--- src/rtl/uart_rx.sv ---
// 8N1 UART receiver with an internal oversampling tick generator and valid/ready output hold.
// Define UART_RX_PARITY_EN to insert an even-parity bit between the data bits and the stop bit.
module uart_rx #(
  parameter int CLK_rate   = 100000000,
  parameter int Baud_rate  = 9600,
  parameter int OVERSAMPLE = 16
) (
  input  logic       clk_i,
  input  logic       rst_i,
  input  logic       rx_i,
  output logic [7:0] data_o,
  output logic       valid_o,
  input  logic       ready_i,
  output logic       frame_err_o,
  output logic       overrun_o,
  output logic       parity_err_o
);

  localparam int DIV   = CLK_rate / (Baud_rate * OVERSAMPLE);
  localparam int CNT_W = $clog2(DIV) + 1;
  localparam int SMP_W = $clog2(OVERSAMPLE);
  localparam logic [CNT_W-1:0] DIV_LAST = CNT_W'(DIV - 1);
  localparam logic [SMP_W-1:0] SMP_LAST = SMP_W'(OVERSAMPLE - 1);
  localparam logic [SMP_W-1:0] SMP_A    = SMP_W'(OVERSAMPLE / 2 - 1);
  localparam logic [SMP_W-1:0] SMP_B    = SMP_W'(OVERSAMPLE / 2);
  localparam logic [SMP_W-1:0] SMP_C    = SMP_W'(OVERSAMPLE / 2 + 1);

  typedef enum logic [2:0] {IDLE, START, DATA, PARITY, STOP} state_e;

  state_e           state_q, state_d;
  logic [1:0]       sync_q;
  logic             rx_prev_q;
  logic [CNT_W-1:0] div_q, div_d;
  logic [SMP_W-1:0] smp_q, smp_d;
  logic [1:0]       win_q, win_d;
  logic [2:0]       idx_q, idx_d;
  logic [7:0]       shift_q, shift_d;
  logic [7:0]       data_q, data_d;
  logic             valid_q, valid_d;
  logic             ferr_q, ovr_q;
  logic             rx_s, tick, decide, bit_val, par_bad;
  logic             start_clr, shift_en, stop_dec, load, ferr, perr;

  assign rx_s    = sync_q[1];
  assign tick    = (div_q == DIV_LAST);
  assign decide  = tick && (smp_q == SMP_C);
  assign bit_val = (win_q[0] & win_q[1]) | (win_q[0] & rx_s) | (win_q[1] & rx_s);

`ifdef UART_RX_PARITY_EN
  logic par_q, par_en, perr_q;
  assign par_bad      = ^{shift_q, par_q};
  assign par_en       = (state_q == PARITY) && decide;
  assign parity_err_o = perr_q;
`else
  assign par_bad      = 1'b0;
  assign parity_err_o = 1'b0;
`endif

  // NOTE: every register is reset synchronously inside the clocked block; no async path.
  always_ff @(posedge clk_i) begin
    if (rst_i) state_q <= IDLE;
    else       state_q <= state_d;
  end

  // Only a falling edge of the synced line starts a frame, so a held break cannot re-trigger.
  always_comb begin
    // NOTE: default first so every path assigns state_d and no latch is inferred.
    state_d = state_q;
    case (state_q)
      IDLE:   if (rx_prev_q && !rx_s) state_d = START;
      START:  if (decide) state_d = bit_val ? IDLE : DATA;
`ifdef UART_RX_PARITY_EN
      DATA:   if (decide && idx_q == 3'd7) state_d = PARITY;
`else
      DATA:   if (decide && idx_q == 3'd7) state_d = STOP;
`endif
      PARITY: if (decide) state_d = STOP;
      STOP:   if (decide) state_d = IDLE;
      default: state_d = IDLE;
    endcase
  end

  always_comb begin
    start_clr = (state_q == IDLE) && (state_d == START);
    shift_en  = (state_q == DATA) && decide;
    stop_dec  = (state_q == STOP) && decide;
    load      = stop_dec && bit_val && !par_bad;
    ferr      = stop_dec && !bit_val;
    perr      = stop_dec && par_bad;
  end

  always_comb begin
    div_d = (start_clr || tick) ? '0 : div_q + CNT_W'(1);
    smp_d = smp_q;
    if (start_clr)  smp_d = '0;
    else if (tick)  smp_d = (smp_q == SMP_LAST) ? '0 : smp_q + SMP_W'(1);
    win_d = win_q;
    if (tick && smp_q == SMP_A) win_d[0] = rx_s;
    if (tick && smp_q == SMP_B) win_d[1] = rx_s;
    idx_d = idx_q;
    if (start_clr)     idx_d = 3'd0;
    else if (shift_en) idx_d = idx_q + 3'd1;
    shift_d = shift_en ? {bit_val, shift_q[7:1]} : shift_q;
    data_d  = load ? shift_q : data_q;
    // An accept in the same clock as a load is absorbed: valid stays set, no overrun.
    valid_d = load | (valid_q & ~ready_i);
  end

  // NOTE: non-blocking assignments so all registers update together on the edge.
  always_ff @(posedge clk_i) begin
    if (rst_i) begin
      sync_q    <= 2'b11;
      rx_prev_q <= 1'b1;
      div_q     <= '0;
      smp_q     <= '0;
      win_q     <= 2'b00;
      idx_q     <= 3'd0;
      shift_q   <= 8'h00;
      data_q    <= 8'h00;
      valid_q   <= 1'b0;
      ferr_q    <= 1'b0;
      ovr_q     <= 1'b0;
    end else begin
      sync_q    <= {sync_q[0], rx_i};
      rx_prev_q <= rx_s;
      div_q     <= div_d;
      smp_q     <= smp_d;
      win_q     <= win_d;
      idx_q     <= idx_d;
      shift_q   <= shift_d;
      data_q    <= data_d;
      valid_q   <= valid_d;
      ferr_q    <= ferr;
      ovr_q     <= load & valid_q & ~ready_i;
    end
  end

`ifdef UART_RX_PARITY_EN
  always_ff @(posedge clk_i) begin
    if (rst_i) begin
      par_q  <= 1'b0;
      perr_q <= 1'b0;
    end else begin
      if (par_en) par_q <= bit_val;
      perr_q <= perr;
    end
  end
`endif

  assign data_o      = data_q;
  assign valid_o     = valid_q;
  assign frame_err_o = ferr_q;
  assign overrun_o   = ovr_q;

endmodule
--- config.mk ---
export PLATFORM = sky130hd
export DESIGN_NAME = uart_rx
export DESIGN_NICKNAME = d
export VERILOG_FILES = /design/src/rtl/uart_rx.sv
export SDC_FILE = /design/constraint.sdc
export NUM_CORES = 1
export LEC_CHECK = 0
export CORE_MARGIN = 5
export CORE_UTILIZATION = 55
export CTS_CLUSTER_SIZE = 14
export DETAILED_ROUTE_END_ITERATION = 7
export DONT_BUFFER_PORTS = 1
export PLACE_DENSITY = 0.74
export SKIP_LAST_GASP = 1
export SLEW_MARGIN = 20
export SYNTH_ARGS = -nofsm -noshare
export SYNTH_HDL_FRONTEND = slang
export SYNTH_SLANG_ARGS = --single-unit
--- constraint.sdc ---
create_clock -name clk_i -period 1.8 [get_ports clk_i]
set_clock_uncertainty 0.15 [all_clocks]
set_input_delay 0.45 -clock clk_i [delete_from_list [all_inputs] [get_ports clk_i]]
set_output_delay 0.45 -clock clk_i [all_outputs]
set_load 0.005 [all_outputs]
* Word-level counts from Yosys, hierarchy flattened
Index checks and enable logic that the tools add are counted.
Operators by class: reductions and logical operators 16, muxes and demuxes 8, $add $sub $neg 3, bitwise gates (word level) 10, equality and inequality tests 11
Operators by type and width (count):
- $mux W3 | 5
- $pmux W3 S5 | 1
- $eq A4 B4 Y1 const B | 3
- $add A11 B1 Y11 const B | 1
- $eq A11 B10 Y1 const B | 1
- $logic_and A1 B1 Y1 | 10
- $and A1 B1 Y1 | 6
- $eq A3 B1 Y1 const B | 2
- $eq A3 B2 Y1 const B | 2
- $eq A3 B3 Y1 const B | 2
- $add A4 B1 Y4 const B | 1
- $eq A4 B3 Y1 const B | 1
- $mux W4 | 1
- $reduce_or A2 Y1 | 2
- $add A3 B1 Y3 const B | 1
- $logic_not A3 Y1 | 1
- $or A1 B1 Y1 | 3
- $logic_not A1 Y1 | 2
- $mux W2 | 1
- $logic_or A1 B1 Y1 | 1
- $not A1 Y1 | 1
Word-level totals: output and inout bits 12, register bits 45, bits of input ports 4, logic and storage cells 61

* Logic depth before layout (Yosys ltp)
word-level depth 10, gate-level depth with buffers 9, gate-level depth less buffers 6

* Worst setup path before layout
No wires, ideal clock.
path kind register -> register, from reg div_q[0], to reg data_q[0] (netlist: data_o[0]), period minus slack after synthesis 1.909 ns, buffers on the path 3, library setup time 0.072 ns, slack -0.109 ns, required time 1.578 ns, data arrival time 1.687 ns, cell stages (with the launch flop) 10, cell sequence dfxtp_1 > inv_1 > ha_1 > and4b_1 > buf_2 > and4_1 > clkbuf_1 > nand3_1 > buf_2 > mux2i_1
Between the ends: cells in the longest elaborated chain, start to end 4
Ends and longest elaborated chain:
- from (decl) | line 33 | logic [CNT_W-1:0] div_q, div_d;
- from (signal assigned) | line 126 | div_q <= div_d;
- $eq A11 B10 Y1 | line 45 | assign tick = (div_q == DIV_LAST);
- $logic_and A1 B1 Y1 | line 46 | assign decide = tick && (smp_q == SMP_C);
- $logic_and A1 B1 Y1 | line 86 | stop_dec = (state_q == STOP) && decide;
- $logic_and A1 B1 Y1 | line 87 | load = stop_dec && bit_val && !par_bad;
- to (signal assigned) | line 131 | data_q <= data_d;
- to (decl) | line 38 | logic [7:0] data_q, data_d;
Every way passes these cells. A chain may end at the register's enable or synchronous reset.

* Worst setup path after layout
from reg div_q[1], to reg state_q[1]
Between the ends: cells in the longest elaborated chain, start to end 5, elaborated cells between the ends (all ways) 8, classes of those cells 1 x eq/ne; 5 x mux; 2 x reduce/logical
Ends and longest elaborated chain:
- $eq A11 B10 Y1 (*) | line 45
- $logic_and A1 B1 Y1 (*) | line 46
- $logic_and A1 B1 Y1 | line 75 | DATA: if (decide && idx_q == 3'd7) state_d = STOP;
- $mux W3 | line 75
- $pmux W3 S5 (*) | line 69 | case (state_q)
- to (signal assigned) | line 62 | else state_q <= state_d;
- to (decl) | line 30 | state_e state_q, state_d;
Every way passes the cells marked *; elsewhere a longest branch is shown, timed or not.

==> tab_implementation.tex <==
\begin{tabular}{lr}
\hline
Metric & Value \\
\hline
\multicolumn{2}{l}{\textbf{Outcome}} \\
\quad Outcome & finished, violations left \\
\quad Failing checks & negative setup slack \\
\multicolumn{2}{l}{\textbf{Timing}} \\
\quad Fin. Hold Viols & 0 \\
\quad Hold slack final & 0.0182 ns \\
\quad Period Utilization, post-route & 1.03 \\
\quad Fin crit period & 1.85 ns \\
\quad Slew Viols, Final & 0 \\
\quad Final number of setup-violating endpoints & 2 \\
\quad Unrepaired setup endpoints after global routing & yes \\
\quad Post-route worst setup slack & -0.0530 ns \\
\quad Peak Freq & 540 MHz \\
\multicolumn{2}{l}{\textbf{Synth}} \\
\quad Number of enable flip-flop cells after synthesis & 0 \\
\quad Mapped cell area & 1930 um\^{}2 \\
\quad Part of the Yosys area used for sequential elements & 0.467 \\
\quad Number of distinct library cells after synthesis & 39 \\
\quad Synth warn & 0 \\
\quad Largest area contributor in the netlist & dfxtp\_1 \\
\quad Synth Register Bits & 45 \\
\quad Area share of the largest cell type after synthesis & 0.467 \\
\quad Post-synthesis area per instance & 9.84 um\^{}2 \\
\quad Cell count after synthesis & 196 \\
\quad Largest cells by area after synthesis & dfxtp\_1 (47\%), mux2i\_1 (8.8\%), nand2b\_1 (6.5\%) \\
\quad Proportion of register bits with asynchronous set or reset after synthesis & 0 \\
\quad Post-synth top flop & dfxtp\_1 \\
\quad Synth Net Count & 207 \\
\multicolumn{2}{l}{\textbf{Detailed routing}} \\
\quad Antenna Nets Post-Route & 0 \\
\quad Detailed-route wire length per cell & 14.1 um \\
\quad 1st-iter DRT viols & 64 \\
\quad Pre-Repair DR Iteration Count & 4 \\
\quad Post-Route WL & 3.76 mm \\
\quad Count of vias placed by the detailed router & 1401 \\
\quad Detailed-route vias per instance & 5.27 \\
\quad Remaining design rule violation count & 0 \\
\multicolumn{2}{l}{\textbf{Pwr}} \\
\quad Leakage power & 0.928 nW \\
\quad Internal Dissipation & 1.20 mW \\
\quad Sw Share & 0.234 \\
\quad NetSw & 366 uW \\
\quad Largest voltage drop on the vdd net & 0.471 mV \\
\quad Share of power burned in registers & 0.648 \\
\quad Design Power & 1.57 mW \\
\quad Power density over the cells & 680 nW/um\^{}2 \\
\quad Portion of total power attributed to the clock network & 0.307 \\
\quad Combinational share of power & 0.046 \\
\multicolumn{2}{l}{\textbf{Critical path}} \\
\quad Gate family responsible for the most delay along the worst path & simple AND/OR/NAND/NOR gates \\
\quad Required time reported for the critical path endpoint & 1.92 ns \\
\quad R2r startpoint & div\_q[1]\$\_SDFF\_PP0\_ \\
\quad Endpoint of the worst register-to-register path & state\_q[1]\$\_SDFF\_PP0\_ \\
\quad Worst reg-to-reg setup slack & -0.05 ns \\
\quad Peak per-stage delay on the critical path & 0.50 ns \\
\quad Sort of element at the start of the critical path & register \\
\quad Critical path class & reg -> reg \\
\quad Worst R2R Path Depth & 5 \\
\quad Crit path DAT & 1.97 ns \\
\quad Nature of the critical path endpoint & register \\
\quad Maximum net fanout on the critical path & 5 \\
\quad Crit path cell chain & ha\_4 -> and4b\_2 -> nand4\_4 -> or4b\_1 -> a211oi\_2 \\
\quad Slowest cell on the critical path & or4b\_1 \\
\quad Critical path buffers and inverters & 0 \\
\multicolumn{2}{l}{\textbf{Global route}} \\
\quad Pin count of the biggest net entering global routing & 31 \\
\quad Vias in the first global route & 1318 \\
\quad Number of antenna violations at the first check in global routing & 0 \\
\quad Final global-route overflow total & 0 \\
\quad Global-route wire length before repair & 6.04 mm \\
\quad Gr usage total & 0.153 \\
\multicolumn{2}{l}{\textbf{Placed design}} \\
\quad Count of buffers inserted at the top-level ports & 0 \\
\quad DP Cell Count & 253 \\
\quad Final estimated routing congestion in global placement & 0.765 \\
\quad DP Area & 2130 um\^{}2 \\
\quad Post-detail-place hpwl & 2.61 mm \\
\multicolumn{2}{l}{\textbf{CTS}} \\
\quad CTS sink count & 45 \\
\quad H-tree depth reported by CTS & 2 \\
\quad Clock tree from TritonCTS & yes \\
\quad Clock-pin slew reported for the worst setup and hold paths after clock tree synthesis & 0.13 ns \\
\quad Clock latency on the worst-skew pair & 0.34 ns \\
\quad Clock buffer depth & 2 \\
\quad Number of buffers created by CTS & 5 \\
\quad Root buffer selected by CTS & clkbuf\_4 \\
\multicolumn{2}{l}{\textbf{Floorplan}} \\
\quad Width of the chip & 69.2 um \\
\quad Area of the core & 3360 um\^{}2 \\
\quad DIE AREA & 4790 um\^{}2 \\
\quad Top-level port count & 16 \\
\quad Row count & 21 \\
\quad Starting Density & 0.573 \\
\quad Die height & 69.2 um \\
\multicolumn{2}{l}{\textbf{Cells and area}} \\
\quad Ant. Diodes & 0 \\
\quad Count of filler cells inserted in the layout & 270 \\
\quad Nets & 230 \\
\quad Layout Utilization & 0.686 \\
\quad Area of all placed cells without fillers & 2310 um\^{}2 \\
\quad Non-filler instance count after layout & 266 \\
\quad Fraction of final layout cells with drive strength greater than 1 & 0.245 \\
\quad P\&R area growth vs syn & 19.6\% \\
\multicolumn{2}{l}{\textbf{Hold path}} \\
\quad Path category of the worst min-delay check & in -> reg \\
\quad Hold Crit Endpoint & overrun\_o\$\_SDFF\_PP0\_ \\
\quad Cell depth of the worst min-delay path & 1 \\
\quad Startpoint of the most critical hold path & rst\_i \\
\multicolumn{2}{l}{\textbf{Job}} \\
\quad Max-Cap Viols & 0 \\
\hline
\end{tabular}
## synth_stat cells, drive strengths merged, types with 3 or more instances
library cell and count:
or2 3, xnor2 5, mux2i 17, dfxtp 45, xor2 5, nor3 4, nand4 4, ha 7
nor2 17, or4b 3, o21ai 7, clkbuf 4, buf 4, a21oi 8, inv 3, nand3 12
nand2 7, nand2b 20
## layout make-up
class / count / area [um^2] / share of cell area
Clock buffer: 5 / 37.5 / 0.0163
Clock inverter: 3 / 21.3 / 0.00922
Inverter: 3 / 11.3 / 0.00488
Multi-Input combinational cell: 140 / 1050 / 0.455
Sequential cell: 45 / 905 / 0.392
Tap cell: 46 / 57.6 / 0.0250
Timing Repair Buffer: 24 / 225 / 0.0977
## state kept, by name, indices dropped and copies added (netlist names)
register / count
div_q: 11
data_o: 8
shift_q: 8
smp_q: 4
idx_q: 3
state_q: 3
sync_q: 2
win_q: 2
frame_err_o: 1
overrun_o: 1
rx_prev_q: 1
valid_o: 1
## per-layer routing
layer  GRT usage  vias up  routed length [um]
li1            -      718                   -
met1       0.192      669                1720
met2       0.248       12                1910
met3      0.0435        2                 102
met4      0.0564        0                  29
met5           0        -                   0
## power by group through the flow
| stage | clock [mW] | sequential (mW) | combinational (mW) |
|---|---|---|---|
| floorplan | 0 | 1.04 | 0.0415 |
| global placement | 0 | 1.03 | 0.0621 |
| detailed placement | 0 | 1.03 | 0.0640 |
| CTS | 0.498 | 1.01 | 0.0643 |
| global route | 0.550 | 1.02 | 0.0784 |
| finish | 0.480 | 1.01 | 0.0717 |
## placed cells by master, fill, tap and decap left out, drive strengths merged, types with 5 or more instances in the layout
master,instances
xnor2,5
a21oi,8
o21ai,7
nand2b,20
nand3,12
ha,7
nand2,7
nor2,17
dfxtp,45
buf,22
xor2,5
mux2i,17
clkbuf,6
## logic make-up (layout without fill, tap and decap cells)
logic type	count (synthesis)	in the layout	share of synthesized area
DFF	45	45	0.467
muxes	17	17	0.0883
other	1	1	0.00194
adders and majority gates	8	8	0.0506
AOI/OAI and AO/OA	20	20	0.0616
buffers and inverters	11	35	0.0266
xor gates and xnor gates	10	10	0.0454
and+or+nand+nor	84	84	0.258
## stage by stage
step	setup TNS (ns)	setup WS (ns)
3_3_place_gp	0	0.0272
6_report	-0.0820	-0.0530
3_5_place_dp	-0.135	-0.0549
4_1_cts	-0.104	-0.0519
2_1_floorplan	0	0.00771
5_1_grt	-0.498	-0.114
## worst max-delay path by stage
| stage | depth (start not counted) | slack [ns] | from | end |
|---|---|---|---|---|
| after floorplan | 9 | 0.008 | div_q[0]$_SDFF_PP0_ | data_o[0]$_SDFFE_PP0P_ |
| after global placement | 6 | 0.03 | div_q[0]$_SDFF_PP0_ | state_q[1]$_SDFF_PP0_ |
| after detailed placement | 6 | -0.05 | div_q[0]$_SDFF_PP0_ | state_q[1]$_SDFF_PP0_ |
| after CTS | 6 | -0.05 | div_q[0]$_SDFF_PP0_ | state_q[1]$_SDFF_PP0_ |
| after global routing | 5 | -0.11 | div_q[4]$_SDFF_PP0_ | state_q[1]$_SDFF_PP0_ |
| final | 5 | -0.05 | div_q[1]$_SDFF_PP0_ | state_q[1]$_SDFF_PP0_ |
## repair_timing
item                                   4_1_cts  5_1_grt
gates cloned                                 0        1
setup buffers                                1        2
setup endpoints to repair                   14       35
resized for setup                            2       15
endpoints found under the hold margin        4        5
pin swaps                                    0        3
(Power assumes the default switching activity.)
